### src/rtl/genblk_rr_arbiter.sv
// Round-robin arbiter sharing one resource among N requesters.
// N is chosen at elaboration by MODE through the named blocks blk1..blk4.
// A grant is held until the owner raises done. Macro ARB_TIMEOUT_EN adds a
// watchdog that forces a release after TIMEOUT busy cycles.
module genblk_rr_arbiter #(
  parameter int unsigned MODE    = 0,
  parameter int unsigned TIMEOUT = 15
) (
  input  logic        clk,
  input  logic        rst_n,
  input  logic [6:0]  req,
  input  logic        done,
  output logic [6:0]  gnt,
  output logic [2:0]  gnt_id,
  output logic        busy,
  output logic [31:0] num_req,
  output logic [15:0] grant_cnt,
  output logic        timeout
);

  localparam int unsigned N = (MODE == 1) ? 2 : (MODE == 2) ? 3 : (MODE == 3) ? 5 : 7;

  typedef enum logic {StIdle, StBusy} state_e;

  state_e      state_q, state_d;
  logic [2:0]  ptr_q, ptr_d;
  logic [6:0]  gnt_q, gnt_d;
  logic [2:0]  gnt_id_q, gnt_id_d;
  logic [15:0] cnt_q, cnt_d;
  logic [6:0]  mreq;
  logic [2:0]  owner_inc;
  logic [2:0]  winner;
  logic        found;
  logic        expired;

  // Catch an illegal watchdog limit at elaboration.
  if (TIMEOUT < 1 || TIMEOUT > 255) begin : g_timeout_range
    $error("genblk_rr_arbiter: TIMEOUT must be in 1..255");
  end

  // Configuration cascade: each block owns its request array, mask and the
  // compare-and-wrap successor of the current owner.
  if (MODE == 1) begin : blk1
    localparam int unsigned NB = 2;
    logic [NB-1:0] req_arr;
    assign req_arr   = NB'(req & 7'((1 << NB) - 1));
    assign mreq      = 7'(req_arr);
    assign num_req   = 32'($bits(req_arr));
    assign owner_inc = (gnt_id_q == 3'(NB - 1)) ? 3'd0 : gnt_id_q + 3'd1;
  end else if (MODE == 2) begin : blk2
    localparam int unsigned NB = 3;
    logic [NB-1:0] req_arr;
    assign req_arr   = NB'(req & 7'((1 << NB) - 1));
    assign mreq      = 7'(req_arr);
    assign num_req   = 32'($bits(req_arr));
    assign owner_inc = (gnt_id_q == 3'(NB - 1)) ? 3'd0 : gnt_id_q + 3'd1;
  end else if (MODE == 3) begin : blk3
    localparam int unsigned NB = 5;
    logic [NB-1:0] req_arr;
    assign req_arr   = NB'(req & 7'((1 << NB) - 1));
    assign mreq      = 7'(req_arr);
    assign num_req   = 32'($bits(req_arr));
    assign owner_inc = (gnt_id_q == 3'(NB - 1)) ? 3'd0 : gnt_id_q + 3'd1;
  end else begin : blk4
    localparam int unsigned NB = 7;
    logic [NB-1:0] req_arr;
    assign req_arr   = req;
    assign mreq      = req_arr;
    assign num_req   = 32'($bits(req_arr));
    assign owner_inc = (gnt_id_q == 3'(NB - 1)) ? 3'd0 : gnt_id_q + 3'd1;
  end

  // Rotating search: first set request at ptr, ptr+1, ... wrapping at N-1.
  always_comb begin
    logic [3:0] idx;
    found  = 1'b0;
    winner = 3'd0;
    idx    = 4'd0;
    for (int k = 0; k < 7; k++) begin
      if (k < int'(N)) begin
        idx = {1'b0, ptr_q} + 4'(k);
        // ptr < N and k < N, so one subtraction is enough to wrap.
        if (idx >= 4'(N)) idx = idx - 4'(N);
        if (!found && mreq[idx[2:0]]) begin
          found  = 1'b1;
          winner = idx[2:0];
        end
      end
    end
  end

  // Next-state logic: grant from idle, release on done or watchdog expiry.
  always_comb begin
    state_d  = state_q;
    ptr_d    = ptr_q;
    gnt_d    = gnt_q;
    gnt_id_d = gnt_id_q;
    cnt_d    = cnt_q;
    unique case (state_q)
      StIdle: begin
        if (found) begin
          state_d  = StBusy;
          gnt_d    = 7'd1 << winner;
          gnt_id_d = winner;
          if (cnt_q != 16'hFFFF) cnt_d = cnt_q + 16'd1;
        end
      end
      StBusy: begin
        if (done || expired) begin
          state_d  = StIdle;
          gnt_d    = 7'd0;
          gnt_id_d = 3'd0;
          ptr_d    = owner_inc;
        end
      end
      default: state_d = StIdle;
    endcase
  end

  // State and output registers.
  always_ff @(posedge clk or negedge rst_n) begin
    if (!rst_n) begin
      state_q  <= StIdle;
      ptr_q    <= 3'd0;
      gnt_q    <= 7'd0;
      gnt_id_q <= 3'd0;
      cnt_q    <= 16'd0;
    end else begin
      state_q  <= state_d;
      ptr_q    <= ptr_d;
      gnt_q    <= gnt_d;
      gnt_id_q <= gnt_id_d;
      cnt_q    <= cnt_d;
    end
  end

`ifdef ARB_TIMEOUT_EN
  logic [7:0] hold_q;
  logic       timeout_q;

  assign expired = (state_q == StBusy) && (hold_q == 8'(TIMEOUT));

  // Hold counter: cleared on grant and release, counts every busy cycle.
  always_ff @(posedge clk or negedge rst_n) begin
    if (!rst_n) begin
      hold_q <= 8'd0;
    end else if (state_q == StBusy && !(done || expired)) begin
      hold_q <= hold_q + 8'd1;
    end else begin
      hold_q <= 8'd0;
    end
  end

  // One-cycle pulse when the watchdog, not done, ends the grant.
  always_ff @(posedge clk or negedge rst_n) begin
    if (!rst_n) begin
      timeout_q <= 1'b0;
    end else begin
      timeout_q <= expired && !done;
    end
  end

  assign timeout = timeout_q;
`else
  assign expired = 1'b0;
  assign timeout = 1'b0;
`endif

  assign gnt       = gnt_q;
  assign gnt_id    = gnt_id_q;
  assign busy      = (state_q == StBusy);
  assign grant_cnt = cnt_q;

endmodule
### config.mk
export PLATFORM = sky130hd
export DESIGN_NAME = genblk_rr_arbiter
export DESIGN_NICKNAME = d
export VERILOG_FILES = /design/src/rtl/genblk_rr_arbiter.sv
export SDC_FILE = /design/constraint.sdc
export NUM_CORES = 1
export LEC_CHECK = 0
export CORE_ASPECT_RATIO = 0.9
export CORE_MARGIN = 2
export CORE_UTILIZATION = 25
export CTS_BUF_LIST = sky130_fd_sc_hd__clkbuf_8
export DETAILED_ROUTE_END_ITERATION = 8
export PLACE_DENSITY = 0.49
export SYNTH_ARGS = -nofsm -noshare
export SYNTH_HDL_FRONTEND = slang
export SYNTH_SLANG_ARGS = --single-unit
### constraint.sdc
create_clock -name clk -period 5.1 [get_ports clk]
set_input_delay 1.02 -clock clk [delete_from_list [all_inputs] [get_ports clk]]
set_output_delay 1.02 -clock clk [all_outputs]
set_load 0.1 [all_outputs]
### Word-level counts from Yosys, hierarchy flattened

Index checks and enable logic that the tools add are counted.

| word-level totals | value |
|---|---|
| register bits | 30 |
| latch bits | 0 |
| RAM bits | 0 |
| ROM bits | 0 |
| bits of input ports | 10 |
| output and inout port bits | 60 |
| logic and storage cells | 100 |
| memories | 0 |

| operators by class | value |
|---|---|
| add/sub/neg operators | 15 |
| multipliers | 0 |
| div/mod/pow operators | 0 |
| $lt $le $gt $ge | 14 |
| equal/unequal tests | 4 |
| shift-type cells | 1 |
| muxes and demuxes | 45 |
| bitwise logic cells | 1 |
| reduce and logical (&&, ||, !) cells | 15 |

Operators with widths:

| operator | number |
|---|---|
| $mux 3 | 17 |
| $lt 3x4->1 const B | 7 |
| $ge 4x3->1 const B | 6 |
| $bmux 1 s3 | 7 |
| $sub 3x3->3 const B | 7 |
| $add 16x1->16 const B | 1 |
| $mux 1 | 16 |
| $ne 16x16->1 const B | 1 |
| $mux 7 | 2 |
| $pmux 7 s2 | 1 |
| $add 3x3->4 const B | 3 |
| $add 3x2->4 const B | 2 |
| $shl 1x3->7 const A | 1 |
| $logic_and 1x1->1 | 6 |
| $logic_not 1->1 | 6 |
| $pmux 3 s2 | 1 |
| $add 3x1->4 const B | 1 |
| $ne 2x2->1 const B | 2 |
| $reduce_and 2->1 | 2 |
| $add 3x1->3 const B | 1 |
| $eq 3x3->1 const B | 1 |
| $ge 3x3->1 const B | 1 |
| $reduce_and 3->1 | 1 |
| $pmux 1 s2 | 1 |
| $not 1->1 | 1 |

### Depth between registers and ports, before layout

Gate-level depths: netlist (run 1).

| logic depth | value |
|---|---|
| depth in word-level cells | 26 |
| mapped depth | 17 |
| gate-level depth less buffers | 13 |

### Worst setup path after synthesis (run 1)

Ideal clock, no wire load.

| path | value |
|---|---|
| path kind | register to register |
| start | reg ptr_q[1] |
| end | reg cnt_q[15], in the netlist grant_cnt[15] |
| data arrival time | 3.573 ns |
| setup slack | 1.365 ns |
| cell stages (with the launch flop) | 18 |
| period minus slack after synthesis | 3.735 ns |
| path through | dfrtp_1 -> buf_4 -> buf_2 -> inv_1 -> ha_1 -> inv_1 -> fa_1 -> clkbuf_1 -> nand2b_1 -> o22a_1 -> and3_1 -> or2_2 -> nand4_4 -> o41ai_4 -> or3_1 -> buf_6 -> nor3_2 -> xor2_1 |

| on the way | value |
|---|---|
| word-level cells in the longest chain between the ends | 24 |
| elaborated cells on any way between the ends | 61 |

RTL lines:

| element | RTL line | text |
|---|---|---|
| start, declared | 26 | `logic [2:0] ptr_q, ptr_d;` |
| start signal, assigned | 130 | `ptr_q <= ptr_d;` |
| parallel branches: the longest is 22 deep, another holds $add 3x1->4 | - |  |
| $mux 1 * | 84 | `if (!found && mreq[idx[2:0]]) begin` |
| $reduce_and 3->1 (no source line) * | - |  |
| end signal, assigned | 133 | `cnt_q <= cnt_d;` |
| end, declared | 29 | `logic [15:0] cnt_q, cnt_d;` |

Every way passes the cells marked *. The select of a mux whose other input is x is not followed.
A chain may end at the register's enable or synchronous reset.

### Worst setup path after layout (run 1)

| path | value |
|---|---|
| start | reg ptr_q[2] |
| end | reg cnt_q[3], in the netlist grant_cnt[3] |

Same word-level chain as after synthesis.

==> results_dict.tcl, run 1 <==
set metrics [dict create \
    status "finished clean" \
    synthesis.area_um2 3648 \
    cp_slowest_stage_delay_ps 740 \
    synth_top_cell_area_share 0.2058 \
    finalMaxSlewViolations 0 \
    synth.ff_latch_count 30 \
    fmaxAchievable_mhz 244.6 \
    final.setup.worst_slack_ps 1012 \
    clkSinkCount 30 \
    start_kind "register" \
    antenna_found_initial 0 \
    slew_headroom 0.3230 \
    drc 0 \
    path_clk_slew_ps 60 \
    syn_area_per_cell_um2 8.856 \
    grt_pass1_wl_um 15970 \
    synthToLayoutAreaGrowth_pct 13.61 \
    clk_latency_ps 280 \
    cp_slowest_cell "dfrtp_1" \
    clockBufferDepth 2 \
    synth_area_leaders "dfrtp_1 21%, buf_4 7.2%, mux2i_1 6.3%" \
    vias_per_cell 4.929 \
    setup_tns_ps 0 \
    use_met2 0.2053 \
    vias 3110 \
    min_period_over_period 0.8016 \
    wire_per_inst_um 15.45 \
    crit_chain "inv_1 > ha_1 > nand2b_2 > a21oi_1 > xnor2_1 > o211ai_1 > a21o_4 > o41ai_4 > nor2_2 > and4_1 > xor2_1" \
    grt_pass1_vias 2988 \
    routed_wl_um 9748 \
    drv_cap 0 \
    die_area_um2 15580 \
    cts_root_buf "clkbuf_8" \
    final_cells 631 \
    core_um2 14160 \
    synth_ff_type "dfrtp_1" \
    globalRouteMet3Util 0.02145 \
    yosysMostFrequentCell "buf_4" \
    drt_iter0_drc 179 \
    crit_fanout 12 \
    cts_resized 0 \
    grt_start_max_net_pins 33 \
    dp_hpwl_um 7254 \
    rsz0062_at_grt "false" \
    endpoint_kind "register" \
    crit_buf_inv 1 \
    pin_count 70 \
    die_w_um 131.3 \
    io_buffers 36 \
    overflow 0 \
    cp.required_ps 5260 \
    synthDistinctLibCells 96 \
    cts_tree "built" \
    cts_buffers 5 \
    finalNetCount 462 \
    synthCells 412 \
    synth-edff-count 0 \
    ctsHoldBuffers 0 \
    yosysWarnings 0 \
    firstDrtPassIters 4 \
    fin_area_um2 4145 \
    start_util 0.2577 \
    synth_area_leader_cell "dfrtp_1" \
    busiest_layer "met2" \
    fin_skew_ps 4.664 \
    finalSetupViolations 0 \
    met1_usage 0.1720 \
    rows 41 \
    ys_seq_area_frac 0.2058 \
    gp_congestion 0.8501 \
    hold_viol 0 \
    path_class "reg2reg" \
    min_path_type "reg2reg" \
    pre_cts_slack_ps 898.3 \
    cts_setup_buffers 0 \
    dieHeight_um 118.6 \
    worstPathArrival_ps 4250 \
    async_flop_share 1.000 \
    post_dp_cell_area_um2 4003 \
    antennaDiodeCount 0 \
    grt_usage 0.1252 \
    nFillCells 1535 \
    numPlacedInstances 623 \
    worst_pin_slew_ps 1012 \
    htree_levels 2 \
    drive_gt1_frac 0.1164 \
    crit_family "compound AO/OA/AOI/OAI gates" \
    period_needed_ps 4088 \
    ant_nets 0 \
    ys_top_cells_by_count "35 x buf_4, 34 x nand2_1, 30 x dfrtp_1, 25 x nor2_1, 23 x mux2i_1" \
]
## cell families after synthesis
logic type,count (synthesis),share of synthesized area
simple gates,146,0.2226
compound gates,106,0.2586
buf+inv,64,0.1204
flops,30,0.2058
mux,28,0.08162
xor+xnor,21,0.05555
fa+ha+maj,15,0.05350
other cells,2,0.002058
## worst paths after layout
| path | slack (ps) | depth (start not counted) | from | end |
|---|---|---|---|---|
| worst max register to register | 1010 | 11 | ptr_q[2] | grant_cnt[3] |
| worst min-delay path | 490 | 1 | ptr_q[0] | ptr_q[0] |
| max in group asynchronous | 3690 | 2 | rst_n | ptr_q[2] |
| worst max-delay path | 1010 | 11 | ptr_q[2] | grant_cnt[3] |
| worst min register to register | 490 | 1 | ptr_q[0] | ptr_q[0] |
| min in group asynchronous | 1120 | 2 | rst_n | grant_cnt[9] |
## worst register-to-register path: stages, from the launching register on
cell and delay, ps:
dfrtp_1 740, inv_1 390, ha_1 510, nand2b_2 250, a21oi_1 360, xnor2_1 200
o211ai_1 190, a21o_4 290, o41ai_4 470, nor2_2 200, and4_1 260, xor2_1 130
## state kept, by name, indices dropped and copies added, names as in the netlist
name,flops
busy,1
gnt,7
gnt_id,3
grant_cnt,16
ptr_q,3
## routing by layer
layer,wire length (um),part of all wire,vias up
met2,4476,0.46,91
met1,4639,0.48,1504
li1,-,-,1501
met3,494,0.051,14
met5,0,0,-
met4,137,0.014,0
## through the flow
step,util,hold WS [ps]
after detailed placement,0.2827,473.5
after global placement,0.2827,471.2
after global routing,0.2928,511.6
after CTS,0.2928,487.5
final,0.2928,485.6
after floorplan,-,724.4
## layout by cell type, fill, tap and decap left out, drive strengths merged, types with 4 or more instances in the layout
master and instances:
mux2 4, inv 10, dfrtp 30, o21ai 12, o22a 4, a21o 9, conb 33, nand3 13
a21boi 6, ha 14, mux2i 23, nor3 12, clkbuf 6, clkdlybuf4s50 36, nand4 6, xnor2 11
a21oi 13, nor2 26, buf 5, a32o 4, and3 9, o22ai 5, a211oi 4, nand2b 15
nand2 35, xor2 10, o31ai 8
## layout make-up
type	count	area [um^2]	share of cell area
Inverter	10	37.54	0.009055
Sequential cell	30	750.7	0.1811
Clock inverter	2	60.06	0.01449
Tap cell	193	241.5	0.05826
Clock buffer	6	82.58	0.01992
Multi-Input combinational cell	349	2575	0.6212
Timing Repair Buffer	41	397.9	0.09599
Power of run 1 is left out: the tool's default activity adds up to more than one toggle a clock period on the data nets, which glitch-free logic cannot reach.
==> run 2, diff against run 1 <==
--- a/config.mk
+++ b/config.mk
@@ -10,7 +10,7 @@
 export CORE_UTILIZATION = 25
 export CTS_BUF_LIST = sky130_fd_sc_hd__clkbuf_8
 export DETAILED_ROUTE_END_ITERATION = 8
-export PLACE_DENSITY = 0.49
+export PLACE_DENSITY = 0.51
 export SYNTH_ARGS = -nofsm -noshare
 export SYNTH_HDL_FRONTEND = slang
 export SYNTH_SLANG_ARGS = --single-unit
==> constraint.sdc (replaced) <==
create_clock -name clk -period 3.5 [get_ports clk]
set_input_delay 0.7 -clock clk [delete_from_list [all_inputs] [get_ports clk]]
set_output_delay 0.7 -clock clk [all_outputs]
set_load 0.1 [all_outputs]
==> results_dict.tcl, run 2 (synthesis results as in run 1) <==
set metrics [dict create \
    drv_cap 0 \
    r2r_setup_slack_ps 140 \
    clkSinkCount 30 \
    min_period_over_period 0.9598 \
    drc 0 \
    grt_pass1_vias 3234 \
    dp_hpwl_um 7816 \
    cts_root_buf "clkbuf_8" \
    final.setup.worst_slack_ps 140.7 \
    path_clk_slew_ps 70 \
    crit_fanout 4 \
    ant_nets 0 \
    cts_tree "built" \
    clk_latency_ps 280 \
    gp_congestion 0.8558 \
    antenna_found_initial 0 \
    start_kind "register" \
    hold_viol 0 \
    htree_levels 2 \
    finalSetupViolations 0 \
    rsz0062_at_grt "false" \
    drt_iter0_drc 133 \
    final_common_cell "buf_4" \
    drive_gt1_frac 0.2739 \
    die_area_um2 15580 \
    pin_count 70 \
    routed_wl_um 10460 \
    status "finished clean" \
    vias_per_cell 4.923 \
    wire_per_inst_um 15.49 \
    synthToLayoutAreaGrowth_pct 24.79 \
    fin_skew_ps 7.463 \
    holdPathEnd "gnt[0]" \
    firstDrtPassIters 4 \
    pre_cts_slack_ps -37.94 \
    largest_reg_flops 16 \
    cts_buffers 5 \
    core_um2 14160 \
    final_cell_mix "59 x buf_4, 33 x nand2_1, 33 x conb_1, 29 x dfrtp_1" \
    antennaDiodeCount 0 \
    vias 3323 \
    dieHeight_um 118.6 \
    fmaxAchievable_mhz 297.7 \
    slew_headroom 0.3434 \
    worstPathArrival_ps 3550 \
    period_needed_ps 3359 \
    endpoint_kind "register" \
    grt_pass1_wl_um 16950 \
    holdCritStartpoint "gnt[0]" \
    finalNetCount 506 \
    io_buffers 36 \
    r2r_end "gnt[3]" \
    start_util 0.2577 \
    rows 41 \
    grt_start_max_net_pins 34 \
    overflow 0 \
    worst-r2r-cell-count 14 \
    cp.required_ps 3690 \
    die_w_um 131.3 \
    clockBufferDepth 2 \
    finalMaxSlewViolations 0 \
    regToRegStartpoint "ptr_q[1]" \
    path_class "reg2reg" \
    holdPathStages 2 \
    worst_pin_slew_ps 981.9 \
    min_path_type "reg2reg" \
    grt_usage 0.1315 \
]
run 2: cell types whose count changed in the layout (fill, tap and decap cells not counted), sizes merged:
cell and delta:
buf +55, clkdlybuf4s50 -12, bufinv -2, clkbuf +1
clkinv +1, clkinvlp +1
run 2: timing repair:
item | CTS | global route
resized for setup | 1 | 27
setup buffers | 0 | 3
endpoints found under the setup margin | 1 | 22
cloned | 0 | 1
endpoints found under the hold margin | 0 | 0
hold buffers | 0 | 0
pin swaps | 0 | 7
run 2: critical path, cell delays in order, from the launching register on:
cell	delay, ps
dfrtp_2	440
inv_4	100
ha_2	190
inv_1	50
fa_2	560
nand2b_1	100
o22a_1	240
and3_1	180
or2_2	330
nand4_4	130
nor3_4	70
buf_4	150
and3_1	160
o22a_2	290
o31ai_2	260
run 2: area by class of cell:
cell class	count	area, um^2
timing repair buffer	85	728.2
clock buffer	6	82.58
inverter	10	40.04
fill	1501	9605
tap	193	241.5
sequential	30	752.0
multi-input combinational	349	2696
clock inverter	2	12.51
run 2: layer usage:
layer  up-vias  GRT usage  part of all wire
met1      1623     0.1839              0.48
li1       1591          -                 -
met4         0    0.03872             0.017
met5         -          0                 0
met3        16    0.01845             0.046
met2        93     0.2105              0.46
run 2: how the worst max path moves through the flow:
stage | cells past startpoint | slack, ps | to | start
final | 14 | 140 | gnt[3] | ptr_q[1]
after global routing | 14 | 4 | gnt[1] | ptr_q[1]
after CTS | 13 | 10 | gnt[3] | ptr_q[1]
after detailed placement | 10 | -40 | grant_cnt[11] | req[4]
after global placement | 12 | 20 | gnt[4] | req[1]
after floorplan | 15 | 5 | grant_cnt[8] | ptr_q[1]
run 2: stage by stage:
| stage | area (um^2) | util | TNS (ps) | hold slack [ps] | instances |
|---|---|---|---|---|---|
| floorplan | 3782 | - | 0 | 404.4 | 443 |
| global placement | 4290 | 0.3030 | 0 | 477.8 | 663 |
| detailed placement | 4290 | 0.3030 | -155.9 | 477.0 | 663 |
| CTS | 4389 | 0.3100 | 0 | 492.7 | 671 |
| global route | 4553 | 0.3216 | 0 | 511.4 | 675 |
| finish | 4553 | 0.3216 | 0 | 488.1 | 675 |
Power of run 2 is left out for the same reason.
